## src/rtl/dram_read_arbiter_pkg.sv

```systemverilog
// Shared configuration for the DRAM read arbiter: default requester count,
// outstanding-read depth, the requester tag type and the round-robin step helper.
package dram_read_arbiter_pkg;

    localparam int N_DRAM_RD  = 3;
    localparam int DRAM_OUTST = 8;

    typedef logic [$clog2(N_DRAM_RD)-1:0] dram_rd_tag_t;

    // Next round-robin start position after requester `id` wins, wrapping at n.
    function automatic int rr_next(input int id, input int n);
        return (id == n - 1) ? 0 : id + 1;
    endfunction

endpackage

```

## src/rtl/dram_arb_tag_fifo.sv

```systemverilog
// In-order tag FIFO holding the requester ID of every issued DRAM read.
// Registered occupancy count; full/empty come from the count only, so a pop
// in the same cycle never frees a slot early (no bypass).
module dram_arb_tag_fifo #(
    parameter int DEPTH = 8,
    parameter int W     = 2
) (
    input  logic         clk,
    input  logic         rst_n,
    input  logic         push,
    input  logic         pop,
    input  logic [W-1:0] din,
    output logic [W-1:0] head,
    output logic         full,
    output logic         empty
);
    localparam int PW = $clog2(DEPTH);

    logic [DEPTH-1:0][W-1:0] mem;
    logic [PW-1:0]           rd_ptr;
    logic [PW-1:0]           wr_ptr;
    logic [PW:0]             count;

    // Pointer and occupancy tracking; pointers wrap naturally at DEPTH.
    always_ff @(posedge clk or negedge rst_n) begin
        if (!rst_n) begin
            rd_ptr <= '0;
            wr_ptr <= '0;
            count  <= '0;
        end else begin
            if (push) wr_ptr <= wr_ptr + PW'(1);
            if (pop)  rd_ptr <= rd_ptr + PW'(1);
            case ({push, pop})
                2'b10:   count <= count + (PW+1)'(1);
                2'b01:   count <= count - (PW+1)'(1);
                default: ;
            endcase
        end
    end

    // Tag storage; contents are don't-care until written, so no reset.
    always_ff @(posedge clk) begin
        if (push) mem[wr_ptr] <= din;
    end

    assign head  = mem[rd_ptr];
    assign full  = (count == (PW+1)'(DEPTH));
    assign empty = (count == '0);

endmodule

```

## src/rtl/dram_read_arbiter.sv

```systemverilog
// Round-robin arbiter sharing the DRAM read-address channel among N_RD
// requesters, with an in-order tag FIFO that steers each read beat back to
// the requester that issued it.
// Optional feature macro: DRAM_ARB_STAT_EN adds saturating grant and
// full-stall counters on o_stat_grant / o_stat_full_stall.
module dram_read_arbiter
    import dram_read_arbiter_pkg::*;
#(
    parameter int N_RD      = N_DRAM_RD,
    parameter int ADDR_W    = 32,
    parameter int DATA_W    = 256,
    parameter int MAX_OUTST = DRAM_OUTST
) (
    input  logic                   i_clk,
    input  logic                   i_rst,
    input  logic [N_RD-1:0]        i_rq_rdy,
    input  logic [N_RD*ADDR_W-1:0] i_rq_addr,
    output logic [N_RD-1:0]        o_rq_ack,
    output logic                   o_dramra_rdy,
    output logic [ADDR_W-1:0]      o_dramra_addr,
    input  logic                   i_dramra_ack,
    input  logic                   i_dramrd_rdy,
    input  logic [DATA_W-1:0]      i_dramrd_data,
    output logic                   o_dramrd_ack,
    output logic [N_RD-1:0]        o_rs_rdy,
    output logic [DATA_W-1:0]      o_rs_data,
    input  logic [N_RD-1:0]        i_rs_ack,
    output logic                   o_err
`ifdef DRAM_ARB_STAT_EN
    ,
    output logic [N_RD*32-1:0]     o_stat_grant,
    output logic [31:0]            o_stat_full_stall
`endif
);
    localparam int TAG_W = $clog2(N_RD);

    logic [TAG_W-1:0] rr_ptr;
    logic             lock;
    logic [TAG_W-1:0] lock_id;
    logic             hi_ok, lo_ok;
    logic [TAG_W-1:0] hi_id, lo_id;
    logic [TAG_W-1:0] win_id;
    logic             any_req;
    logic             ra_xfer;
    logic             rd_xfer;
    logic [TAG_W-1:0] head_id;
    logic             fifo_full;
    logic             fifo_empty;

    // Round-robin search: lowest ready index at/after rr_ptr, else lowest overall.
    always_comb begin
        hi_ok = 1'b0;
        lo_ok = 1'b0;
        hi_id = '0;
        lo_id = '0;
        for (int k = N_RD - 1; k >= 0; k--) begin
            if (i_rq_rdy[k]) begin
                lo_ok = 1'b1;
                lo_id = TAG_W'(k);
                if (TAG_W'(k) >= rr_ptr) begin
                    hi_ok = 1'b1;
                    hi_id = TAG_W'(k);
                end
            end
        end
    end

    // A stalled grant stays with its owner until the address is transferred.
    assign win_id  = lock ? lock_id : (hi_ok ? hi_id : lo_id);
    assign any_req = lo_ok | lock;

    // Zero-latency address mux onto the DRAM address channel.
    always_comb begin
        o_dramra_addr = '0;
        for (int k = 0; k < N_RD; k++) begin
            if (win_id == TAG_W'(k)) o_dramra_addr = i_rq_addr[k*ADDR_W +: ADDR_W];
        end
    end

    // Fullness is the registered count only, so dramrd never reaches dramra combinationally.
    assign o_dramra_rdy = i_rst && any_req && !fifo_full;
    assign ra_xfer      = o_dramra_rdy && i_dramra_ack;

    // Per-requester address acknowledge and response steering by FIFO head.
    always_comb begin
        o_rq_ack = '0;
        o_rs_rdy = '0;
        for (int k = 0; k < N_RD; k++) begin
            o_rq_ack[k] = ra_xfer && (win_id == TAG_W'(k));
            o_rs_rdy[k] = i_rst && i_dramrd_rdy && !fifo_empty && (head_id == TAG_W'(k));
        end
    end

    assign o_dramrd_ack = |(o_rs_rdy & i_rs_ack);
    assign rd_xfer      = o_dramrd_ack;
    assign o_rs_data    = i_dramrd_data;

    // Grant lock and round-robin pointer update.
    always_ff @(posedge i_clk or negedge i_rst) begin
        if (!i_rst) begin
            lock    <= 1'b0;
            lock_id <= '0;
            rr_ptr  <= '0;
        end else if (ra_xfer) begin
            lock   <= 1'b0;
            rr_ptr <= TAG_W'(rr_next(int'(win_id), N_RD));
        end else if (any_req) begin
            lock    <= 1'b1;
            lock_id <= win_id;
        end
    end

    // Sticky error: a read beat showed up with nothing outstanding.
    always_ff @(posedge i_clk or negedge i_rst) begin
        if (!i_rst)                         o_err <= 1'b0;
        else if (i_dramrd_rdy && fifo_empty) o_err <= 1'b1;
    end

    dram_arb_tag_fifo #(
        .DEPTH (MAX_OUTST),
        .W     (TAG_W)
    ) u_tag_fifo (
        .clk   (i_clk),
        .rst_n (i_rst),
        .push  (ra_xfer),
        .pop   (rd_xfer),
        .din   (win_id),
        .head  (head_id),
        .full  (fifo_full),
        .empty (fifo_empty)
    );

`ifdef DRAM_ARB_STAT_EN
    logic [N_RD-1:0][31:0] stat_grant;
    logic [31:0]           stat_stall;

    // Saturating per-requester grant counts and full-stall cycle count.
    always_ff @(posedge i_clk or negedge i_rst) begin
        if (!i_rst) begin
            stat_grant <= '0;
            stat_stall <= '0;
        end else begin
            for (int k = 0; k < N_RD; k++) begin
                if (o_rq_ack[k] && stat_grant[k] != '1) stat_grant[k] <= stat_grant[k] + 32'd1;
            end
            if (any_req && fifo_full && stat_stall != '1) stat_stall <= stat_stall + 32'd1;
        end
    end

    assign o_stat_grant      = stat_grant;
    assign o_stat_full_stall = stat_stall;
`endif

endmodule
```

## config.mk

```make
export PLATFORM = sky130hd
export DESIGN_NAME = dram_read_arbiter
export DESIGN_NICKNAME = d
export VERILOG_FILES = /design/src/rtl/dram_read_arbiter_pkg.sv /design/src/rtl/dram_arb_tag_fifo.sv /design/src/rtl/dram_read_arbiter.sv
export SDC_FILE = /design/constraint.sdc
export NUM_CORES = 1
export LEC_CHECK = 0
export CAP_MARGIN = 25
export CORE_AREA = 2 2 255 257
export DETAILED_ROUTE_END_ITERATION = 6
export DIE_AREA = 0 0 257 259
export MAX_ROUTING_LAYER = met4
export PLACE_DENSITY_LB_ADDON = 0.25
export SKIP_CTS_REPAIR_TIMING = 1
export SYNTH_ARGS = -nofsm -noshare
export SYNTH_HDL_FRONTEND = slang
export SYNTH_SLANG_ARGS = --single-unit
```

## constraint.sdc

```tcl
create_clock -name i_clk -period 4.22 [get_ports i_clk]
set_clock_uncertainty 0.2 [all_clocks]
set_input_delay 0.633 -clock i_clk [delete_from_list [all_inputs] [get_ports i_clk]]
set_output_delay 0.633 -clock i_clk [all_outputs]
set_load 0.02 [all_outputs]
```

Word-level counts from Yosys, hierarchy flattened. Index checks and enable logic that the tools add are counted. W data, S select, Z words.

Add/sub/neg operators: 5. $lt $le $gt $ge: 6. Eq/ne operators: 8. Muxes and demuxes: 32. Bitwise logic cells: 3. Reduce and logical (&&, ||, !) cells: 22.

Operators with widths (count): $mux W32 (3); $mux W2 (14); $bwmux W16 (1); $logic_and A1 B1 Y1 (13); $mux W1 (11); $eq A2 B2 Y1 const B (4); $lt A3 B4 Y1 const B (2); $pmux W4 S2 (1); $add A3 B1 Y3 const B (2); $bmux W2 S3 (1); $demux W2 S3 (1); $eq A2 B1 Y1 const B (3); $add A4 B1 Y4 const B (1); $eq A4 B4 Y1 const B (1); $ge A1 B2 Y1 const A (2); $logic_not A2 Y1 (2); $logic_not A4 Y1 (1); $reduce_bool A2 Y1 (2); $sub A4 B1 Y4 const B (1); $and A3 B3 Y3 (1); $ge A3 B1 Y1 const B (1); $reduce_or A3 Y1 (1); $add A2 B1 Y2 const B (1); $ge A2 B2 Y1 const A (1); 4 further kinds (5).

Register bits: 32. Input bits: 362. Output and inout port bits: 297. Logic and storage cells: 91.

Logic depth before layout (Yosys ltp).
Word-level depth: 13. Depth in mapped cells: 14. Depth with buffers taken out: 13.

Modules after synthesis. A second synthesis with hierarchy kept.

Cell total of the unflattened synthesis: 450. Area, all modules: 4330.4 um^2.

Modules (own cells, without submodules): dram_read_arbiter (times used 1, cells each 372, area an instance 3161.8 um^2); dram_arb_tag_fifo (times used 1, cells each 78, area an instance 1168.6 um^2).

Least setup slack after synthesis. No wires, ideal clock.

Kind: reg-to-reg. Start point: register u_tag_fifo.rd_ptr[1]. End point: register u_tag_fifo.count[3]. Library setup time: 0.125 ns. Arrival: 2.914 ns. Required time: 3.895 ns. Setup slack: 0.981 ns. Cell stages (with the launch flop): 14. Cells stage by stage: dfrtp_1 buf_6 mux4_2 mux2_4 and3_4 o21ai_4 inv_1 ha_1 ha_1 a21o_1 a21oi_1 xnor2_1 nor2_1 xor2_1.

Word-level cells in the longest chain between the ends: 8. Elaborated cells between the ends (all ways): 14.

RTL lines: from (decl) (RTL line dram_arb_tag_fifo.sv:20) `logic [PW-1:0] rd_ptr;`; from (signal assigned) (RTL line dram_arb_tag_fifo.sv:32) `if (pop) rd_ptr <= rd_ptr + PW'(1);`; $bmux W2 S3 (*) (RTL line dram_arb_tag_fifo.sv:46) `assign head = mem[rd_ptr];`; $mux W2 (not written as such) (*) (RTL line dram_arb_tag_fifo.sv:46); $eq A2 B1 Y1 (tied with other cells) (RTL line dram_read_arbiter.sv:90) `o_rs_rdy[k] = i_rst && i_dramrd_rdy && !fifo_empty && (head_id == TAG_W'(k));`; $logic_and A1 B1 Y1 (RTL line dram_read_arbiter.sv:90); $and A3 B3 Y3 (*) (RTL line dram_read_arbiter.sv:94) `assign o_dramrd_ack = |(o_rs_rdy & i_rs_ack);`; $reduce_or A3 Y1 (*) (RTL line dram_read_arbiter.sv:94); net o_dramrd_ack (RTL line dram_read_arbiter.sv:24) `output logic o_dramrd_ack,`; $eq A2 B1 Y1 / $eq A2 B2 Y1 (equally long branches) (RTL line dram_arb_tag_fifo.sv:33) `case ({push, pop})`; $pmux W4 S2 / $reduce_bool A2 Y1 (equally long branches); to (signal assigned) (RTL line dram_arb_tag_fifo.sv:34) `2'b10: count <= count + (PW+1)'(1);`; to (signal assigned) (RTL line dram_arb_tag_fifo.sv:35) `2'b01: count <= count - (PW+1)'(1);`; to (decl) (RTL line dram_arb_tag_fifo.sv:22) `logic [PW:0] count;`.

Mark *: on every way through the listed nets, which the timed path passes. The rest lies on a longest branch. The select of a mux whose other input is x is not followed. A chain may end at the register's enable or synchronous reset.

Worst setup path after layout.
Start point: input i_rq_rdy[0]. End point: output o_dramra_addr[27].

Word-level cells in the longest chain between the ends: 7. Elaborated cells between the ends (all ways): 11.

RTL lines: from (decl) (RTL line dram_read_arbiter.sv:16) `input logic [N_RD-1:0] i_rq_rdy,`; $mux W2 / $mux W1 (equally long branches) (RTL line dram_read_arbiter.sv:57) `if (i_rq_rdy[k]) begin`; $mux W2 (*) (2 in a row) (RTL line dram_read_arbiter.sv:69) `assign win_id = lock ? lock_id : (hi_ok ? hi_id : lo_id);`; $logic_not A2 Y1 (RTL line dram_read_arbiter.sv:76) `if (win_id == TAG_W'(k)) o_dramra_addr = i_rq_addr[k*ADDR_W +: ADDR_W];`; $mux W32 (2 in a row) (RTL line dram_read_arbiter.sv:76); $mux W32 (*) (RTL line dram_read_arbiter.sv:76); to (decl) (RTL line dram_read_arbiter.sv:20) `output logic [ADDR_W-1:0] o_dramra_addr,`.

Every way passes the cells marked *; elsewhere a longest branch is shown, timed or not.

==> results by group <==
STA
  • RSZ-0062 raised after global routing: no
  • Max Clock Freq: 0.255 GHz
  • Sum of negative setup slack: 0 ns
  • Final setup violation count: 0
  • Post-route minimum period: about 4 ns
  • Hold Violations, Final: 0
  • Hold_ws: approximately 0.28 ns
  • Max-Slew Margin vs Limit: a little over three fifths
  • Tcrit/Tclk final: between 90% and 100%
  • Final Slew Violations: 0
  • Worst Max-Slew Pin Slew: roughly 0.55 ns

Die
  • # IOs: approximately 660
  • Die W: 257 µm
  • Chip Height: about 260 µm
  • Rows: 93
  • DIE AREA: around 67000 µm²
  • Initial Util: around 6.6%
  • Core ar.: approximately 64000 µm²

Critical path
  • Most frequent CP cell: clkdlybuf4s50_1
  • WP data required: 3.39 ns
  • Worst path max stage delay: roughly 0.55 ns
  • Crit-path cells: clkdlybuf4s50_1 -> a21oi_1 -> o21ai_0 -> o21ai_4 -> buf_12 -> mux2i_1 -> o2bb2ai_1 -> clkdlybuf4s50_1
  • CP Max Fanout: 22
  • Crit path max-delay cell type: clkdlybuf4s50_1
  • Startpoint Class: primary input
  • WP data arrival: ~3 ns
  • Critical path endpoint category: primary output
  • Setup Crit Path Kind: primary input to primary output

Routing
  • Post-route ant nets: 0
  • Met2 wire len: roughly 7000 µm
  • DR WL/cell: about 13 µm
  • Detailed-route via count: roughly 2600
  • Vias/cell: about 2.1
  • Drt first pass iters: 4
  • DRT met1 WL: 4670 µm
  • Final WL: about 15000 µm
  • Met3 wire len: about 3200 µm
  • Top sig layer: met4
  • DRT iter0 DRCs: about 140
  • Residual DRC: 0

Clock tree
  • TritonCTS clock tree: done
  • H-tree levels: 2
  • Maximum clock insertion buffer count: 2
  • Clock latency on the worst-skew pair: 0.27 ns
  • CTS buffer count: 5
  • CTS root buffer: clkbuf_16
  • Clk sinks: 32
  • Worst-path clk slew: 0.05 ns

Worst hold path
  • HP Class: flop to flop

Final layout
  • Antenna Cells: 0
  • Area growth syn-to-layout: 19.5%
  • Filler cells: around 7400
  • Layout cells sized above 1: 9.86%
  • Layout net count: approximately 720

Pwr
  • Leakage: 0.00152 µW
  • Pwr Density: 491 nW/µm²
  • Worst VDD drop: 0.153 mV

Yosys
  • Largest cells by area after synthesis: buf_4 46%, edfxtp_1 11%, dfrtp_1 9.5%
  • Syn Area/Cell: ~9.1 µm²
  • Synth top area share: 45.7%
  • Seq cells post-synth: 32
  • Register area share after synthesis: 20.9%
  • Post-synth top area cell: buf_4
  • Number of synthesized flops with an enable pin: 16
  • Synth Instances: roughly 460
  • Yosys cell types: 46
  • Ys Warns: 0
  • Main synth FF type: edfxtp_1
  • Post-synthesis net count: 830
  • Async set-or-reset flop fraction in the synthesized netlist: 50.0%
  • Mapped cell area: 4210 µm²

Global route
  • Global-route wire length before repair: between 20000 and 25000 µm
  • Initial antenna violation count: 0
  • Total track usage: under 10%
  • Total grt overflow: 0
  • Pin count of the biggest net entering global routing: 32
  • Vias in the first global route: about 2800

Placed design
  • Dpl hpwl: 12700 µm
  • IO Port Bufs: between 100 and 150
  • Placer Congestion: 0.699

Outcome
  • Outcome: complete, no violations

Job
  • Maxcap violations: 0
-- layout by cell type, fill, tap and decap left out, drive strengths merged, types with 3 or more instances in the layout --
| cell type | instances |
|---|---|
| nor2 | 5 |
| o21ai | 6 |
| inv | 9 |
| dfrtp | 16 |
| clkdlybuf4s50 | 146 |
| mux2i | 37 |
| xnor2 | 6 |
| clkbuf | 5 |
| nand3 | 3 |
| nor2b | 3 |
| nand2 | 10 |
| nor3 | 5 |
| nor3b | 3 |
| edfxtp | 16 |
| ha | 5 |
| buf | 10 |
| mux2 | 5 |
| nand2b | 3 |
| a21oi | 3 |
| o2bb2ai | 32 |
| and3 | 3 |
-- flip-flops by register name, indices dropped and copies added, names as in the netlist --
signal / count
u_tag_fifo.rd_ptr: 3
lock: 1
rr_ptr: 2
u_tag_fifo.count: 4
u_tag_fifo.mem: 16
u_tag_fifo.wr_ptr: 3
lock_id: 2
o_err: 1
-- layout make-up --
type | count | area, µm² | area share (%)
inverters | 9 | 33.8 | 0.672
clock inverters | 3 | 42.5 | 0.846
clock buffers | 5 | 125 | 2.49
multi-input cells | 150 | 1310 | 26.1
repair buffers | 156 | 1560 | 31.1
well taps | 855 | 1070 | 21.3
flip-flops and latches | 32 | 881 | 17.5
-- power by group --
group	total [µW]	internal [µW]	switching, µW
logic	1510	752	760
clock network	406	277	129
registers	548	431	118
-- logic make-up after synthesis --
logic type                 Yosys count  synth area share (%)
buffers and inverters              280                  48.4
AOI/OAI and AO/OA                   48                  9.76
muxes                               44                  11.4
and+or+nand+nor                     44                  5.83
DFF                                 32                  20.9
xor gates and xnor gates             8                  1.67
adders and majority gates            6                  1.96
-- cells in the mapped netlist, drive strengths merged, types with 3 or more instances --
cell type  number
nand2b          3
nor2b           3
a21oi           3
mux2i          37
mux2            5
and3            3
buf           267
ha              5
o2bb2ai        32
nand2          10
nand3           3
nor2            5
edfxtp         16
nor3b           3
o21ai           6
dfrtp          16
clkbuf          4
nor3            5
inv             9
xnor2           6
-- per-layer routing --
layer / vias to the layer above / GRT usage [%]
li1: 1077 / -
met1: 1094 / 3.64
met2: 340 / 6.31
met3: 80 / 4.33
met4: 0 / 2.62
met5: - / -
-- stage by stage --
stage | total power [µW] | util [%] | cell area [µm²] | std cells | setup slack, ns
finish | 2470 | 7.87 | 5030 | 1210 | 0.293
global route | 2650 | 7.87 | 5030 | 1210 | 0.164
CTS | 2520 | 7.87 | 5030 | 1210 | 0.155
detailed placement | 2110 | 7.61 | 4860 | 1202 | 0.191
global placement | 2120 | 7.61 | 4860 | 1202 | 0.202
floorplan | 1760 | - | 4210 | 462 | 0.981
-- worst paths after layout --
check,from,to,slack (ns),cells after the start
max,i_rq_rdy[0],o_dramra_addr[27],0.29,8
min,o_err,o_err,0.28,1
max reg2reg,u_tag_fifo.rd_ptr[1],u_tag_fifo.count[3],0.80,12
min reg2reg,o_err,o_err,0.28,1
max in group asynchronous,i_rst,u_tag_fifo.wr_ptr[0],3.09,2
min in group asynchronous,i_rst,o_err,0.54,2
-- critical path: cells and delay by family --
kind | cells | cell delay [ns]
buf+inv | 3 | 1.27
compound gates | 4 | 0.78
mux | 1 | 0.36
(Power assumes the default switching activity.)
